===== src/rtl/ex_redirect_ctrl_pkg.sv =====
// Shared constants and state encoding for the exception/ERET redirect controller.
package ex_redirect_ctrl_pkg;

  localparam logic [31:0] EX_ENTRY_PC = 32'hbfc00380;
  localparam int          ERC_CNT_W   = 16;

  typedef enum logic [1:0] {
    ERC_IDLE     = 2'd0,
    ERC_FLUSH    = 2'd1,
    ERC_REDIRECT = 2'd2
  } erc_state_t;

endpackage


===== src/rtl/ex_redirect_ctrl_sat_counter.sv =====
// Width-parameterised saturating up-counter with synchronous active-low clear.
// Count is visible the cycle after inc; holds at all-ones instead of wrapping.
module sat_counter #(
  parameter int W = 16
) (
  input  logic         clk,
  input  logic         clr_n,
  input  logic         inc,
  output logic [W-1:0] cnt
);

  always_ff @(posedge clk) begin
    if (!clr_n) begin
      cnt <= '0;
    end else if (inc && (cnt != '1)) begin
      cnt <= cnt + W'(1);
    end
  end

endmodule


===== src/rtl/ex_redirect_ctrl.sv =====
// Kills younger stages on WS exception/ERET, flushes FLUSH_CYCLES cycles, then offers one redirect PC.
// flush_o is combinational in the event cycle; the redirect holds indefinitely until redirect_ready_i.
module ex_redirect_ctrl
  import ex_redirect_ctrl_pkg::*;
#(
  parameter logic [31:0] EX_ENTRY     = EX_ENTRY_PC,
  parameter int unsigned FLUSH_CYCLES = 1,
  parameter int          CNT_W        = ERC_CNT_W
) (
  input  logic             clk,
  input  logic             resetn,
  input  logic             ws_ex_i,
  input  logic             ws_eret_i,
  input  logic [31:0]      cp0_epc_i,
  input  logic             redirect_ready_i,
  output logic             flush_o,
  output logic             busy_o,
  output logic             redirect_valid_o,
  output logic [31:0]      redirect_pc_o,
  output logic [CNT_W-1:0] ex_cnt_o
);

  localparam logic [3:0] FLUSH_LD = 4'(FLUSH_CYCLES);

  erc_state_t  state_q, state_d;
  logic [3:0]  cnt_q, cnt_d;
  logic [31:0] target_q, target_d;
  logic        evt;
  logic        ex_inc;

  assign evt = ws_ex_i | ws_eret_i;

  always_ff @(posedge clk) begin
    if (!resetn) begin
      state_q  <= ERC_IDLE;
      cnt_q    <= 4'd0;
      target_q <= 32'd0;
    end else begin
      state_q  <= state_d;
      cnt_q    <= cnt_d;
      target_q <= target_d;
    end
  end

  always_comb begin
    state_d          = state_q;
    cnt_d            = cnt_q;
    target_d         = target_q;
    flush_o          = 1'b0;
    busy_o           = 1'b0;
    redirect_valid_o = 1'b0;
    redirect_pc_o    = 32'd0;
    ex_inc           = 1'b0;
    case (state_q)
      ERC_IDLE: begin
        // Same-cycle kill so younger stages clear on the edge WS retires.
        flush_o = evt;
        if (evt) begin
          target_d = ws_ex_i ? EX_ENTRY : cp0_epc_i;
          cnt_d    = FLUSH_LD;
          state_d  = ERC_FLUSH;
          ex_inc   = ws_ex_i;
        end
      end
      ERC_FLUSH: begin
        flush_o = 1'b1;
        busy_o  = 1'b1;
        cnt_d   = cnt_q - 4'd1;
        if (cnt_q == 4'd1) begin
          state_d = ERC_REDIRECT;
        end
      end
      ERC_REDIRECT: begin
        busy_o           = 1'b1;
        redirect_valid_o = 1'b1;
        redirect_pc_o    = target_q;
        if (redirect_ready_i) begin
          state_d = ERC_IDLE;
        end
      end
      default: begin
        state_d = ERC_IDLE;
      end
    endcase
  end

  sat_counter #(.W(CNT_W)) u_ex_cnt (
    .clk   (clk),
    .clr_n (resetn),
    .inc   (ex_inc),
    .cnt   (ex_cnt_o)
  );

endmodule


===== config.mk =====
export PLATFORM = sky130hd
export DESIGN_NAME = ex_redirect_ctrl
export DESIGN_NICKNAME = d
export VERILOG_FILES = /design/src/rtl/ex_redirect_ctrl_pkg.sv /design/src/rtl/ex_redirect_ctrl_sat_counter.sv /design/src/rtl/ex_redirect_ctrl.sv
export SDC_FILE = /design/constraint.sdc
export NUM_CORES = 1
export LEC_CHECK = 0
export ABC_AREA = 1
export CAP_MARGIN = 20
export CORE_ASPECT_RATIO = 0.5
export CORE_MARGIN = 2
export CORE_UTILIZATION = 44
export DETAILED_ROUTE_END_ITERATION = 6
export GPL_ROUTABILITY_DRIVEN = 0
export HOLD_SLACK_MARGIN = 0.12
export PLACE_DENSITY_LB_ADDON = 0.12
export SLEW_MARGIN = 20
export SYNTH_ARGS = -nofsm -noshare
export SYNTH_HDL_FRONTEND = slang
export SYNTH_SLANG_ARGS = --single-unit

===== constraint.sdc =====
create_clock -name clk -period 4.1 [get_ports clk]
set_input_delay 0.41 -clock clk [delete_from_list [all_inputs] [get_ports clk]]
set_output_delay 0.41 -clock clk [all_outputs]
set_load 0.02 [all_outputs]

==> impl_metrics.tcl <==
set metrics [dict create \
    numPortBuffers 87 \
    hold_path_depth 2 \
    coreArea_sq_mm 0.00613 \
    clock_latency_ns 0.29 \
    cts_tree "built" \
    wl_per_cell_microns 11.1 \
    post_cts_buffers 0 \
    switchingPower_uw 751 \
    reg2reg_to "target_q[10]$_SDFFE_PN0P_" \
    cts.clk_slew.worst_paths_ns 0.07 \
    drv_cap 0 \
    die_h_microns 60.6 \
    fill_cells 571 \
    avgSynthCellArea_sq_um 6.69 \
    async_flop_share_pct 0 \
    remaining_drc_errors 0 \
    pwr_density_cell_mw_per_mm2 502 \
    min_to "target_q[2]$_SDFFE_PN0P_" \
    end_kind "output pin" \
    worstReg2RegStart "state_q[1]$_SDFFE_PN0P_" \
    netlist_instances 422 \
    n_antenna_cell 0 \
    rsz0062_at_grt "false" \
    rows 20 \
    ys_seq_area_share_pct 38.3 \
    grt_pass1_vias 2406 \
    fin_setup_tns_ns 0 \
    maxSlewHeadroom_pct 50.6 \
    worst_r2r_path_depth 7 \
    finClkSkew_ns 0.00360 \
    status "finished clean" \
    hold_class "reg -> reg" \
    grt_pass1_wl_microns 10900 \
    hp-start "target_q[2]$_SDFFE_PN0P_" \
    yosys.area.top_type "dfxtp_1" \
    die-area_sq_mm 0.00711 \
    drv_slew 0 \
    cts-buffers-inserted 5 \
    first_pass_iters 4 \
    syn2layout_area_growth_pct 37.6 \
    yosysWarnings 0 \
    p_leak_uw 0.00172 \
    yosysMostFrequentCell "nand2_1" \
    min_period_over_period_pct 62.4 \
    grt_usage_pct 19.7 \
    fp.dieW_microns 117 \
    avgViaCountPerCell 4.70 \
    synth_top_area_share_pct 38.3 \
    hold_buffers 0 \
    syn-cell-area_sq_mm 0.00282 \
    power_frac_seq_pct 36.1 \
    critPathKind "reg -> out" \
    worstMarginPinSlew_ns 0.736 \
    cts-root-buf "clkbuf_16" \
    antenna_left 0 \
    crit_fanout 27 \
    synthTopCellsByArea "dfxtp_1 (38%), nand2_1 (14%), inv_1 (7.2%), nor2_1 (6.9%), a21oi_1 (5.9%)" \
    cts.repair.resized 0 \
    switching_share_pct 38.5 \
    setup_violations 0 \
    hold_viol_final 0 \
    ys.flop_type "dfxtp_1" \
    min_period_ns 2.56 \
    syn_nets 465 \
    antenna_found_initial 0 \
    pwr-share-comb_pct 40.8 \
    drt_iter0_markers 112 \
    io_pins 88 \
    clk_path_buf_depth 2 \
    num-nets-final 543 \
    initial_core_util_pct 46.0 \
    dpl.hpwl_microns 4590 \
    synthTopCellsByCount "nand2_1 (107), dfxtp_1 (54), inv_1 (54)" \
    r2r_slack_ns 2.18 \
    synth_cell_type_count 31 \
    synth_seq_cells 54 \
    arrival_ns 2.15 \
    grt_max_degree 36 \
    finalWirelength_microns 6560 \
    clock_sinks 54 \
    clockPowerShare_pct 23.1 \
    drive_gt1_share_pct 5.99 \
    startpoint_type "register" \
    vias 2768 \
    p_int_uw 1200 \
    regArea_sq_mm 0.00108 \
    multi_input_area_sq_mm 0.00142 \
    hold_ws_ns 0.467 \
    critPathRequiredTime_ns 3.69 \
    max_clock_freq_ghz 0.391 \
    peakVddDrop_mv 0.205 \
    synth_edf_count 0 \
    grt-ovfl-total 0 \
    htreeDepth 2 \
]
==> worst max-delay path, stage by stage, from the launching register on <==
cell and delay (ns):
dfxtp_1 0.33, inv_1 0.08, ha_1 0.31, buf_4 0.35
nand2_1 0.10, inv_1 0.07, clkdlybuf4s50_1 0.61
==> sequential cells by signal, summed over array words and instances (netlist names) <==
signal	flops
cnt_q	4
state_q	2
target_q	32
u_ex_cnt.cnt	16
==> through the flow <==
step | cell area [sq um] | setup WS, ns | utilization (%) | cells | power, uW
floorplan | 2820 | 2.33 | - | 422 | 1260
global placement | 3720 | 1.57 | 60.7 | 581 | 1510
detailed placement | 3720 | 1.51 | 60.7 | 581 | 1510
CTS | 3880 | 1.54 | 63.3 | 589 | 1970
global route | 3880 | 1.38 | 63.3 | 589 | 2090
finish | 3880 | 1.54 | 63.3 | 589 | 1950
==> metal layers <==
layer  vias up  track usage [%]  share of wire [%]
li1       1470                -                  -
met1      1218             26.6                 49
met2        75             31.7                 44
met3         5             6.09                6.4
met4         0             4.03               0.70
met5         -                0                  0
==> kinds of logic (layout without fill, tap and decap cells) <==
group / count (synthesis) / in the layout / share of synthesized area (%)
compound gates: 56 / 56 / 10.5
buf+inv: 76 / 155 / 11.3
flops: 54 / 54 / 38.3
xor+xnor: 4 / 4 / 1.24
fa+ha+maj: 6 / 6 / 2.66
simple gates: 226 / 226 / 36.0
==> worst max-delay path by stage <==
stage / start / to / slack (ns) / depth (start not counted)
3_5_place_dp: ws_ex_i / target_q[27]$_SDFFE_PN0P_ / 1.51 / 6
6_report: state_q[0]$_SDFFE_PN0P_ / redirect_pc_o[15] / 1.54 / 6
2_1_floorplan: state_q[0]$_SDFFE_PN0P_ / redirect_pc_o[10] / 2.33 / 6
5_1_grt: state_q[0]$_SDFFE_PN0P_ / redirect_pc_o[20] / 1.38 / 6
3_3_place_gp: ws_ex_i / target_q[7]$_SDFFE_PN0P_ / 1.57 / 6
4_1_cts: state_q[0]$_SDFFE_PN0P_ / redirect_pc_o[15] / 1.54 / 6
==> area by class of cell <==
cell class	count	area share (%)
multi-input combinational	292	36.6
sequential	54	27.9
timing repair buffer	90	23.0
inverter	57	5.51
clock buffer	7	3.93
tap	88	2.84
clock inverter	1	0.226
==> placed cells by master, fill, tap and decap left out <==
master           Yosys  layout
o21ai_0             20      20
nand3_2              2       2
clkbuf_8             1       2
ha_1                 6       6
nand3b_1             3       3
nor3_1              14      14
o21ai_1              1       1
dfxtp_1             54      54
xnor2_1              2       2
o21ai_4              1       1
o21ai_2              1       1
clkdlybuf4s50_1      0      87
nand4_1              2       2
nand2_2              3       3
inv_1               54      54
a21oi_1             33      33
clkinv_1             1       1
and2_1               1       1
clkinv_4             0       1
buf_4                3       3
inv_2                2       2
clkbuf_16            0       5
nand2_1            107     107
nand2_4              2       2
xor2_1               2       2
nand3_4              1       1
nor2_2               2       2
nand3_1             32      32
nor2_1              52      52
nor2_4               5       5
==> power by group through the flow <==
stage | clock network [uW] | logic, uW | registers (uW)
2_1_floorplan | 0 | 547 | 716
3_3_place_gp | 0 | 794 | 715
3_5_place_dp | 0 | 800 | 712
4_1_cts | 463 | 803 | 701
5_1_grt | 486 | 888 | 719
6_report | 450 | 794 | 703
Power figures use the tool's default switching activity.
